$ cat src/rtl/shift_pkg.sv
// Shared definitions for the iterative shifter.
// Holds the operation encodings driven on the op port and the FSM
// state encoding used by iter_shifter.
package shift_pkg;

  // Shift mode, matches the 2-bit op port encoding
  typedef enum logic [1:0] {
    OP_SLL = 2'b00,
    OP_SRL = 2'b01,
    OP_SRA = 2'b10,
    OP_ROR = 2'b11
  } op_e;

  // Controller states
  typedef enum logic [1:0] {
    ST_IDLE  = 2'b00,
    ST_SHIFT = 2'b01,
    ST_DONE  = 2'b10
  } state_e;

endpackage

$ cat src/rtl/shift_step.sv
// Single-bit shift stage.
// Purely combinational: moves i_value by exactly one bit position
// according to i_op.
//   i_value : WIDTH-bit value to shift
//   i_op    : shift mode (SLL / SRL / SRA / ROR)
//   o_value : i_value shifted by one bit
module shift_step
  import shift_pkg::*;
#(
  parameter int WIDTH = 32
) (
  input  logic [WIDTH-1:0] i_value,
  input  op_e              i_op,
  output logic [WIDTH-1:0] o_value
);

  always_comb begin
    o_value = i_value;
    case (i_op)
      OP_SLL: o_value = {i_value[WIDTH-2:0], 1'b0};
      OP_SRL: o_value = {1'b0, i_value[WIDTH-1:1]};
      // Replicating the current MSB keeps the sign on every step
      OP_SRA: o_value = {i_value[WIDTH-1], i_value[WIDTH-1:1]};
      // Bit shifted out of the bottom wraps into the MSB
      OP_ROR: o_value = {i_value[0], i_value[WIDTH-1:1]};
    endcase
  end

endmodule

$ cat src/rtl/iter_shifter.sv
// Iterative (one bit per cycle) shifter.
// An operation is accepted when start and ready are high at a rising
// edge. The operand is then shifted one bit per cycle for shamt cycles,
// the result is registered on B and done pulses for one cycle.
//   clk   : clock, all state updates on the rising edge
//   rst_n : asynchronous active-low reset
//   start : request, accepted only while ready is high
//   op    : 00 SLL, 01 SRL, 10 SRA, 11 ROR
//   A     : operand, sampled on accept
//   shamt : shift amount, sampled on accept
//   flush : cancels an operation in progress (no done, B unchanged)
//   ready : high while idle
//   done  : one-cycle pulse when B holds a new result
//   B     : result, held until the next done
module iter_shifter
  import shift_pkg::*;
#(
  parameter  int WIDTH   = 32,
  localparam int SHAMT_W = $clog2(WIDTH)
) (
  input  logic               clk,
  input  logic               rst_n,
  input  logic               start,
  input  logic [1:0]         op,
  input  logic [WIDTH-1:0]   A,
  input  logic [SHAMT_W-1:0] shamt,
  input  logic               flush,
  output logic               ready,
  output logic               done,
  output logic [WIDTH-1:0]   B
);

  state_e             r_state;
  state_e             w_next_state;
  logic [WIDTH-1:0]   r_work;
  logic [WIDTH-1:0]   r_B;
  logic [SHAMT_W-1:0] r_cnt;
  op_e                r_op;
  logic [WIDTH-1:0]   w_shifted;
  logic               w_accept;
  logic               w_cnt_zero;

  // flush takes priority over start, so a simultaneous request is dropped
  assign w_accept   = start && (r_state == ST_IDLE) && !flush;
  assign w_cnt_zero = (r_cnt == '0);

  shift_step #(
    .WIDTH (WIDTH)
  ) u_step (
    .i_value (r_work),
    .i_op    (r_op),
    .o_value (w_shifted)
  );

  // State register
  always_ff @(posedge clk or negedge rst_n) begin
    if (!rst_n) begin
      r_state <= ST_IDLE;
    end else begin
      r_state <= w_next_state;
    end
  end

  // Next-state logic
  always_comb begin
    w_next_state = r_state;
    case (r_state)
      ST_IDLE: begin
        if (w_accept) w_next_state = ST_SHIFT;
      end
      ST_SHIFT: begin
        if (flush)           w_next_state = ST_IDLE;
        else if (w_cnt_zero) w_next_state = ST_DONE;
      end
      ST_DONE: w_next_state = ST_IDLE;
      default: w_next_state = ST_IDLE;
    endcase
  end

  // Outputs
  always_comb begin
    ready = (r_state == ST_IDLE);
    done  = (r_state == ST_DONE);
  end

  // Datapath: operand capture, per-cycle shift and result register
  always_ff @(posedge clk or negedge rst_n) begin
    if (!rst_n) begin
      r_work <= '0;
      r_cnt  <= '0;
      r_op   <= OP_SLL;
      r_B    <= '0;
    end else if (w_accept) begin
      r_work <= A;
      r_cnt  <= shamt;
      r_op   <= op_e'(op);
    end else if ((r_state == ST_SHIFT) && !flush) begin
      if (!w_cnt_zero) begin
        r_work <= w_shifted;
        r_cnt  <= r_cnt - SHAMT_W'(1);
      end else begin
        // Count exhausted: publish the result on the way to DONE
        r_B <= r_work;
      end
    end
  end

  assign B = r_B;

endmodule

$ cat config.mk
export PLATFORM = sky130hd
export DESIGN_NAME = iter_shifter
export DESIGN_NICKNAME = d
export VERILOG_FILES = /design/src/rtl/shift_pkg.sv /design/src/rtl/shift_step.sv /design/src/rtl/iter_shifter.sv
export SDC_FILE = /design/constraint.sdc
export NUM_CORES = 1
export LEC_CHECK = 0
export CAP_MARGIN = 40
export CELL_PAD_IN_SITES_DETAIL_PLACEMENT = 1
export CELL_PAD_IN_SITES_GLOBAL_PLACEMENT = 2
export CORE_MARGIN = 2
export CORE_UTILIZATION = 33
export DETAILED_ROUTE_END_ITERATION = 16
export PLACE_DENSITY_LB_ADDON = 0.1
export SLEW_MARGIN = 20
export SYNTH_ARGS = -nofsm -noshare
export SYNTH_HDL_FRONTEND = slang
export SYNTH_HIERARCHICAL = 1
export SYNTH_SLANG_ARGS = --single-unit
$ cat constraint.sdc
create_clock -name clk -period 2.45 [get_ports clk]
set_clock_uncertainty 0.15 [all_clocks]
set_input_delay 0.735 -clock clk [delete_from_list [all_inputs] [get_ports clk]]
set_output_delay 0.735 -clock clk [all_outputs]
set_load 0.02 [all_outputs]
After elaboration in Yosys (flattened, before gate mapping)
Cells that the tools add are included.

Add/sub/neg operators: 1. Equal/unequal tests: 9. Mux-type cells: 11. Bitwise gates (word level): 1. Reductions and logical operators: 12.

Operators by type and width (count): 32-bit case mux with 4 select lines (1); 32-bit 2-to-1 mux (3); 5-bit 2-to-1 mux (3); 2-bit == test, second input constant (3); 2-bit 2-to-1 mux (3); 3-bit AND reduction (2); 5-bit logical NOT (1); 5-bit by 1-bit subtractor with 5-bit output, second input constant (1); 2-bit by 1-bit == test with 1-bit output, second input constant (2); 2-bit logical NOT (2); 2-bit inequality test, second input constant (2); 2-bit case mux with 2 select lines (1); 2-bit AND reduction (2); 1-bit logical AND (3); 3-bit inequality test, second input constant (1); 2-bit by 1-bit inequality test with 1-bit output, second input constant (1); 2-bit nonzero test (1); 1-bit logical NOT (1); 1-bit NOT (1).

Register bits after elaboration: 73. Input bits: 43.

Logic depth before layout (Yosys ltp)
Gate-level depths: netlist of the first run.

Depth after elaboration: 5. Mapped depth: 7.

Hierarchy
Netlist of the first run, hierarchy kept.

By module, submodules not included: iter_shifter (instances 1, cells each 300, area an instance 3214.3 um2); shift_step (instances 1, cells each 38, area an instance 518.0 um2).

Least setup slack after synthesis of the first run
No wires, ideal clock.

Path kind: in2reg. From: input port flush. To: register r_B[10], in the netlist B[10]. Setup time: 0.125 ns. Arrival time: 2.046 ns. Path slack: 0.129 ns. Cell stages on the path: 5. Path buffers: 2. Cell sequence: or3b_1 -> buf_6 -> nor3_4 -> buf_6 -> mux2_2.

Longest elaborated chain between the ends: 4. Elaborated cells between the ends (all ways): 5.

Ends and longest elaborated chain: from (decl) (RTL line iter_shifter.sv:27) `input logic flush,`; 1-bit logical NOT (*) (RTL line iter_shifter.sv:44, iter_shifter.sv:97); 1-bit logical AND (RTL line iter_shifter.sv:44) `assign w_accept = start && (r_state == ST_IDLE) && !flush;`; 1-bit NOT (no line); 3-bit AND reduction (no line) (*); to (signal assigned) (RTL line iter_shifter.sv:103) `r_B <= r_work;`; to (decl) (RTL line iter_shifter.sv:36) `logic [WIDTH-1:0] r_B;`.

Mark *: on every way between the ends. The rest lies on a longest branch, timed or not. A chain may end at the register's enable or synchronous reset.

Worst setup path after layout of the first run
From: register r_state[1]. To: output port ready.

Longest elaborated chain between the ends: 1.

Ends and longest elaborated chain: from (decl) (RTL line iter_shifter.sv:33) `state_e r_state;`; from (signal assigned) (RTL line iter_shifter.sv:60) `r_state <= w_next_state;`; 2-bit logical NOT (RTL line iter_shifter.sv:82) `ready = (r_state == ST_IDLE);`; to (decl) (RTL line iter_shifter.sv:28) `output logic ready,`.

No other way between the ends.

==> flow_summary.yaml, run 1 <==
cts:
  cts_sinks: 73
  root_buffer: "clkbuf_16"
  cts_tree: "done"
  clk_pin_slew_ns: 0.06
  cts_max_path_buffers: 2
  cts-buffers-inserted: 9
  insertion_delay_ns: 0.33
  cts_max_level: 3
synthesis:
  yosys.area.top_type: "dfrtp_1"
  syn_avg_cell_area_um2: 11.0
  synth_nets: 382
  yosysSeqAreaShare_pct: 48.9
  netlist.area_leader.share_pct: 48.9
  ys_seq_elements: 73
  ys_top_cells_by_area: "dfrtp_1 49%, mux2_4 12%, mux2_2 9.4%"
  syn_area_um2: 3730
  synthTopCellsByCount: "73 x dfrtp_1, 38 x o21ai_0, 36 x nor2_1"
  ys_types: 32
  synth_most_common_cell: "dfrtp_1"
  netlist_instances: 338
  yosysWarnings: 6
  synthFlopType: "dfrtp_1"
  synth-edff-count: 0
  async_reset_ff_share_pct: 100
pwr:
  p_sw_share_pct: 33.0
  p_clk_share_pct: 23.2
  irDropWorstVdd_mv: 0.334
  p_seq_share_pct: 38.7
  p_sw_w: 0.00173
  p_int_w: 0.00350
  power_density_nw_per_um2: 1030
  pwr-share-comb_pct: 38.1
  p_leak_nw: 2.20
final_layout:
  layout.cells.non_filler: 564
  nNetsFinal: 463
  area_growth_pct: 35.9
  layout-drive-gt1-share_pct: 25.5
  num_antenna_cells: 0
  utilization_pct: 46.4
  num-fill-cells: 1202
floorplan:
  die_x_um: 110
  die_area_um2: 12200
  start_util_pct: 34.1
  pin_count: 77
  dieHeight_um: 110
  rows: 38
  coreArea_um2: 10900
route:
  vias: 2946
  firstDrtPassIters: 4
  drc_errors: 0
  ant_nets: 0
  routedWlPerCell_um: 18.0
  drt-total-wl_mm: 10.2
  drt_iter0_drc: 98
  vias_per_cell: 5.22
setup_path:
  path_max_fanout: 6
  start_kind: "flip-flop"
  crit_type: "reg2out"
  cp.arrival_ns: 1.52
  rr_worst_depth: 7
  end_kind: "output port"
  worstPathRequired_ns: 1.56
global_routing:
  grt_overflow: 0
  grt_pass1_wl_mm: 16.4
  grt_pass1_vias: 3004
  antenna_found_initial: 0
  grt_usage_pct: 17.7
  grt_max_degree: 51
min_path:
  hold_class: "in2async"
place:
  place.gp.congestion: 0.712
  dp_hpwl_mm: 6.62
  dp_slack_ns: -0.350
  port-buffer-count: 76
  dp_cells: 544
timing:
  hold_viol_final: 0
  relSlewSlack_pct: 55.7
  fmax_mhz: 415
  finalSetupTns_ns: 0
  layout_setup_ws_ns: 0.0418
  setup_viol: 0
  max_slew.worst_pin.slew_ns: 0.655
  layout_min_cycle_time_ns: 2.41
  fin_crit_sh_pct: 98.3
  maxSlewViolCount: 0
  hold_ws_ns: 0.207
status:
  outcome: "finished clean"
job:
  drv_cap: 0
[metrics by stage]
stage	instance area, um2	total power [W]
2_1_floorplan	3730	0.00322
3_3_place_gp	4710	0.00400
3_5_place_dp	4710	0.00404
4_1_cts	5050	0.00528
5_1_grt	5070	0.00556
6_report	5070	0.00523
[worst paths after layout]
kind | startpoint | to | slack [ns]
worst max-delay path | r_state[1] | ready | 0.04
worst min-delay path | rst_n | r_cnt[1] | 0.21
worst max register to register | r_cnt[0] | B[12] | 0.10
worst min register to register | B[2] | B[2] | 0.34
max in group asynchronous | rst_n | r_work[8] | 1.39
min in group clk | B[2] | B[2] | 0.34
[state kept, by name, indices dropped and copies added, names as in the netlist]
name	cells
r_cnt	5
r_state	2
r_work	32
B	32
r_op	2
[timing repair]
action | CTS | global route
gates resized for setup | 2 | 6
cloned | 2 | 0
setup endpoints to repair | 30 | 27
hold buffers | 0 | 0
pin swaps | 0 | 1
buffers inserted | 0 | 2
[cells in the final DEF (no fill, tap or decap), types with 2 or more instances in the layout]
cell / synthesis / final
dfrtp_1: 73 / 73
clkdlybuf4s50_1: 0 / 73
o21ai_0: 38 / 38
nor2_1: 36 / 36
a31oi_1: 35 / 35
nand3_1: 34 / 34
mux2_2: 31 / 31
mux2_4: 29 / 29
buf_4: 0 / 15
clkbuf_16: 0 / 9
nand2_1: 8 / 8
buf_12: 0 / 5
inv_1: 4 / 4
clkinv_2: 0 / 3
or4b_2: 2 / 2
or3b_4: 0 / 2
mux2_1: 2 / 2
buf_16: 0 / 2
[final cells by class]
cell class	count	area [um2]	share of cell area (%)
Clock buffer	11	243	4.79
Clock inverter	5	31.3	0.617
Inverter	4	15.0	0.296
Multi-Input combinational cell	233	1750	34.5
Sequential cell	73	1830	36.0
Tap cell	140	175	3.45
Timing Repair Buffer	98	1030	20.3
[layer usage]
layer  GRT usage [%]  vias to the layer above  part of all wire (%)
met1            25.6                     1485                    49
met4            5.36                        0                   1.0
met2            27.4                       67                    46
li1                -                     1387                     -
met5               0                        -                     0
met3            2.76                        7                   4.1
[critical path: stages (launching register included)]
cell and delay, ns:
dfrtp_1 0.46, nor2_1 0.14, clkdlybuf4s50_1 0.61
[power by group through the flow]
stage	registers (W)	logic, W	clock network [W]
floorplan	0.00216	0.00106	0
global placement	0.00204	0.00196	0
detailed placement	0.00204	0.00200	0
CTS	0.00203	0.00202	0.00124
global route	0.00210	0.00216	0.00130
finish	0.00202	0.00199	0.00121
[logic make-up after synthesis]
group / after synthesis / share of synthesized area [%]
mux: 63 / 21.9
buf+inv: 32 / 4.73
fa+ha+maj: 1 / 0.335
flops: 73 / 48.9
simple gates: 93 / 12.6
compound gates: 76 / 11.5
No activity file was read; power rests on OpenSTA's default activity.
==> run 2, diff against run 1 <==
- GPL_TIMING_DRIVEN: not set -> 0
==> run 2 against run 1 <==
Combinational power is essentially flat. Design area grew 0.20%. First-iteration DRC count shrank 3.1%. Critical endpoint is now B[24]. Largest power group unchanged. Highest routed layer unchanged.
==> flow_summary.yaml, run 2 (synthesized netlist as in run 1, its figures left out) <==
status:
  outcome: "finished clean"
final_layout:
  utilization_pct: 46.5
  layout-drive-gt1-share_pct: 24.0
  num_antenna_cells: 0
  num-fill-cells: 1228
  final_common_cell: "dfrtp_1"
  area_growth_pct: 36.1
  nNetsFinal: 472
  final_cell_mix: "73 x dfrtp_1, 72 x clkdlybuf4s50_1, 38 x o21ai_0"
floorplan:
  pin_count: 77
  die_area_um2: 12200
  rows: 38
  die_x_um: 110
  dieHeight_um: 110
  start_util_pct: 34.1
  coreArea_um2: 10900
setup_path:
  start_kind: "input pin"
  rr_worst_depth: 7
  r2r_start: "r_cnt[0]"
  ff2ff_setup_slack_ns: 0.10
  path_max_fanout: 10
  end_kind: "flip-flop"
  cp.arrival_ns: 2.42
  crit_type: "in2reg"
  worstPathRequired_ns: 2.52
  rr_endpoint: "B[24]"
route:
  routedWlPerCell_um: 17.7
  routed-wl-met3_um: 422
  vias: 2978
  route.met2.wl_mm: 4.61
  vias_per_cell: 5.20
  drt_iter0_drc: 95
  ant_nets: 0
  top_layer: "met4"
  drt-total-wl_mm: 10.1
  wl_met1_mm: 5.00
  firstDrtPassIters: 4
  drc_errors: 0
pwr:
  power_w: 0.00544
  power_density_nw_per_um2: 1070
  p_leak_nw: 2.18
  irDropWorstVdd_mv: 0.382
job:
  drv_cap: 0
global_routing:
  grt_usage_pct: 17.9
  grt_max_degree: 51
  grt_pass1_vias: 3050
  antenna_found_initial: 0
  grt_pass1_wl_mm: 16.6
  grt_overflow: 0
cts:
  clk_pin_slew_ns: 0.06
  root_buffer: "clkbuf_16"
  cts_max_level: 3
  cts_max_path_buffers: 2
  cts_sinks: 73
  cts-buffers-inserted: 9
  cts_tree: "done"
  insertion_delay_ns: 0.33
timing:
  hold_viol_final: 0
  fmax_mhz: 424
  rsz0062_at_grt: "no"
  layout_min_cycle_time_ns: 2.36
  maxSlewViolCount: 0
  relSlewSlack_pct: 64.7
  max_slew.worst_pin.slew_ns: 0.530
  fin_crit_sh_pct: 96.2
  setup_viol: 0
min_path:
  hold_class: "in2async"
place:
  port-buffer-count: 76
  place.gp.congestion: 0.723
  dp_hpwl_mm: 7.14
-- run 2: changes by cell type in the layout (fill, tap and decap cells not counted), moves of 4 or more --
cell      delta
buf_12       -4
buf_2        +4
buf_4       -13
buf_6        +6
clkbuf_1     +9
clkbuf_2     +5
-- run 2: cell type report --
cell class	instances	area, um2	area share [%]
Inverter	4	15.0	0.295
Sequential cell	73	1830	36.0
Multi-Input combinational cell	233	1760	34.6
Clock buffer	10	229	4.51
Tap cell	140	175	3.45
Buffer	27	164	3.23
Clock inverter	6	92.6	1.82
Timing Repair Buffer	80	818	16.1
-- run 2: how the worst max path moves through the flow --
stage	startpoint	end	slack, ns	depth (start not counted)
floorplan	flush	B[10]	0.13	5
CTS	r_state[1]	ready	0.009	2
global placement	rst_n	B[17]	-2.28	1
finish	flush	B[24]	0.09	7
detailed placement	flush	B[26]	-0.64	6
global route	r_cnt[0]	B[23]	0.001	7
-- run 2: timing repair --
| action | in CTS | in global routing |
|---|---|---|
| setup buffers | 2 | 0 |
| gates resized for setup | 6 | 7 |
| hold endpoints to repair | 0 | 0 |
| hold buffers | 0 | 0 |
| endpoints found under the setup margin | 70 | 33 |
| pin swaps | 1 | 0 |
-- run 2: critical path, cell delays in order --
cell and delay (ns):
dlygate4sd2_1 0.31, or3b_1 0.41, buf_6 0.16, nor3_4 0.15, buf_12 0.14, buf_6 0.16, mux2_2 0.35
-- run 2: metal layers --
metal  vias up  global-route usage (%)
met3         9                    3.23
li1       1415                       -
met2        65                    28.0
met4         0                    5.09
met1      1489                    25.3
met5         -                       0
-- run 2: power breakdown --
| part | internal [W] | switching (W) | total, W |
|---|---|---|---|
| clock network | 0.000895 | 0.000527 | 0.00142 |
| registers | 0.00163 | 0.000380 | 0.00202 |
| logic | 0.00116 | 0.000848 | 0.00201 |
-- run 2: stage by stage --
stage          setup TNS (ns)  hold WS (ns)  area [um2]  worst slack (ns)  std cells
4_1_cts                     0         0.164        5060           0.00893        573
6_report                    0         0.155        5080            0.0940        573
3_5_place_dp           -38.79         0.328        4710            -0.642        556
3_3_place_gp          -205.37         0.318        4670             -2.28        554
5_1_grt                     0         0.172        5080           0.00109        573
2_1_floorplan               0         0.289        3730             0.129        338
==> run 3, diff against run 2 <==
--- a/config.mk
+++ b/config.mk
@@ -6,9 +6,11 @@
 export NUM_CORES = 1
 export LEC_CHECK = 0
+export ABC_AREA = 1
 export CAP_MARGIN = 40
 export CELL_PAD_IN_SITES_DETAIL_PLACEMENT = 1
 export CELL_PAD_IN_SITES_GLOBAL_PLACEMENT = 2
 export CORE_MARGIN = 2
-export CORE_UTILIZATION = 33
+export CORE_UTILIZATION = 29
+export CTS_CLUSTER_SIZE = 20
 export DETAILED_ROUTE_END_ITERATION = 16
 export GPL_TIMING_DRIVEN = 0
--- a/constraint.sdc
+++ b/constraint.sdc
@@ -3,3 +3,3 @@
 set_input_delay 0.735 -clock clk [delete_from_list [all_inputs] [get_ports clk]]
 set_output_delay 0.735 -clock clk [all_outputs]
-set_load 0.02 [all_outputs]
+set_load 0.01 [all_outputs]
==> run 3 against run 2 <==
Clock power fell by 7%. Sequential cell count is the same. Core utilization decreased by 7.5 points. Register-to-register slack better by 0.34 ns. Non-clock buffer count grew 6. Critical path type is now reg2out. Highest routed layer unchanged.
==> flow_summary.yaml, run 3 <==
synthesis:
  yosysWarnings: 6
  ys_seq_elements: 73
  yosys.area_share.simple_pct: 38.4
  ys_types: 24
  yosysSeqAreaShare_pct: 45.2
  syn_area_um2: 4040
  synthFlopType: "dfrtp_1"
  netlist.area_leader.share_pct: 45.2
  synthTopCellsByCount: "302 x nand2_1, 73 x dfrtp_1, 54 x o21ai_0"
  syn_avg_cell_area_um2: 7.29
  synth_fa_ha_area_share_pct: 0.310
  synth_xor_area_share_pct: 0
  yosys.area.top_type: "dfrtp_1"
  synth_nets: 598
  synth_top_family_by_area: "simple AND/OR/NAND/NOR gates"
  synth_most_common_cell: "nand2_1"
  synth-edff-count: 0
  ys_top_cells_by_area: "dfrtp_1 45%, nand2_1 28%, o21ai_0 6.7%"
  netlist_instances: 554
  synth_compound_area_share_pct: 7.93
  synthMuxAreaShare_pct: 0
  async_reset_ff_share_pct: 100
final_layout:
  multi_input_area_um2: 1890
  layout-drive-gt1-share_pct: 10.8
  fin_area_um2: 5350
  final_common_cell: "nand2_1"
  nNetsFinal: 686
  regArea_um2: 1830
  final_cell_mix: "302 x nand2_1, 75 x clkdlybuf4s50_1, 72 x dfrtp_1"
  num_antenna_cells: 0
  num-fill-cells: 1717
  area_growth_pct: 32.4
setup_path:
  crit_type: "reg2out"
  rr_worst_depth: 10
  start_kind: "flip-flop"
  end_kind: "output port"
  r2r_start: "r_cnt[0]"
  ff2ff_setup_slack_ns: 0.44
  worstPathRequired_ns: 1.56
  path_max_fanout: 3
  cp.arrival_ns: 1.48
  timing.critical_path.from: "r_state[1]"
  critPathCapture: "ready"
  rr_endpoint: "r_work[19]"
pwr:
  power_density_nw_per_um2: 1100
  irDropWorstVdd_mv: 0.602
  p_leak_nw: 2.83
  power_w: 0.00586
timing:
  hold_viol_final: 0
  max_slew.worst_pin.slew_ns: 0.419
  layout_setup_ws_ns: 0.0835
  maxSlewViolCount: 0
  relSlewSlack_pct: 72.1
  setup_viol: 0
  fin_crit_sh_pct: 96.6
  fmax_mhz: 423
  rsz0062_at_grt: "no"
  layout_min_cycle_time_ns: 2.37
  finalSetupTns_ns: 0
cts:
  cts-buffers-inserted: 9
  cts_tree: "done"
  clk_pin_slew_ns: 0.06
  ctsHoldBuffers: 0
  cts_sinks: 73
  cts_max_path_buffers: 2
  root_buffer: "clkbuf_16"
  cts_max_level: 3
  insertion_delay_ns: 0.34
job:
  drv_cap: 0
route:
  vias_per_cell: 4.67
  ant_nets: 0
  drt-total-wl_mm: 13.0
  drc_errors: 0
  routedWlPerCell_um: 15.7
  vias: 3861
  firstDrtPassIters: 4
  drt_iter0_drc: 191
global_routing:
  grt_usage_pct: 18.8
  grt_pass1_wl_mm: 21.4
  grt_max_degree: 46
  antenna_found_initial: 0
  grt_pass1_vias: 3951
  grt_overflow: 0
floorplan:
  die_area_um2: 14900
  start_util_pct: 29.4
  coreArea_um2: 13700
  dieHeight_um: 122
  pin_count: 77
  die_x_um: 122
  rows: 43
place:
  dp_slack_ns: 0.00548
  dpl_cell_area_um2: 5050
  dp_hpwl_mm: 9.10
  place.gp.congestion: 0.746
  port-buffer-count: 76
status:
  outcome: "finished clean"
min_path:
  hold_class: "in2async"
## run 3: cell count changes after synthesis, sizes merged, moves of 9 or more
cell,before,now
nand2,8,314
mux2,62,0
a31oi,35,0
nor2,37,9
o21ai,38,64
buf,13,30
clkbuf,15,6
nand3,34,43
## run 3: cells by family after synthesis
group,count (synthesis)
buffers and inverters,48
and+or+nand+nor,368
adders and majority gates,1
AOI/OAI and AO/OA,64
DFF,73
## run 3: final cells by class
class                      count  area share, %
inverter                      12          0.889
multi-input combinational    433           35.3
sequential                    73           34.2
clock inverter                 3          0.749
buffer                        36           5.26
clock buffer                  13           4.68
timing repair buffer          77           14.7
tap                          180           4.21
## run 3: critical path, cell delays in order (launching register included)
cell and delay, ns:
dfrtp_2 0.44, nor2_4 0.15, clkdlybuf4s50_1 0.55
## run 3: repair_timing
item / CTS / global route
setup buffers: 0 / 0
gates resized for setup: 0 / 2
endpoints found under the setup margin: 0 / 1
endpoints found under the hold margin: 0 / 0
## run 3: layer usage
| metal | vias up | wire, um | share of wire (%) | track usage (%) |
|---|---|---|---|---|
| li1 | 1919 | - | - | - |
| met1 | 1859 | 6270 | 48 | 25.9 |
| met2 | 72 | 6150 | 47 | 30.7 |
| met3 | 11 | 400 | 3.1 | 2.95 |
| met4 | 0 | 165 | 1.3 | 5.24 |
| met5 | - | 0 | 0 | 0 |
## run 3: per-stage QoR
stage | hold WS (ns) | instances | util, %
final | 0.173 | 827 | 39.0
after global routing | 0.210 | 827 | 39.0
after CTS | 0.192 | 827 | 38.9
after detailed placement | 0.339 | 811 | 36.8
after global placement | 0.334 | 810 | 36.6
after floorplan | 0.289 | 554 | -
## run 3: power by group
part	total, W	leakage (nW)	switching [W]	internal [W]
logic	0.00242	1.72	0.00134	0.00108
registers	0.00212	0.967	0.000439	0.00168
clock network	0.00132	0.144	0.000509	0.000814
total	0.00586	2.83	0.00229	0.00358
## run 3: worst min path at each step
| stage | start | endpoint | depth (start not counted) |
|---|---|---|---|
| after detailed placement | B[9] | B[9] | 2 |
| after floorplan | rst_n | B[0] | 0 |
| after CTS | rst_n | B[7] | 1 |
| after global placement | B[9] | B[9] | 2 |
| final | rst_n | B[9] | 1 |
| after global routing | rst_n | B[10] | 1 |
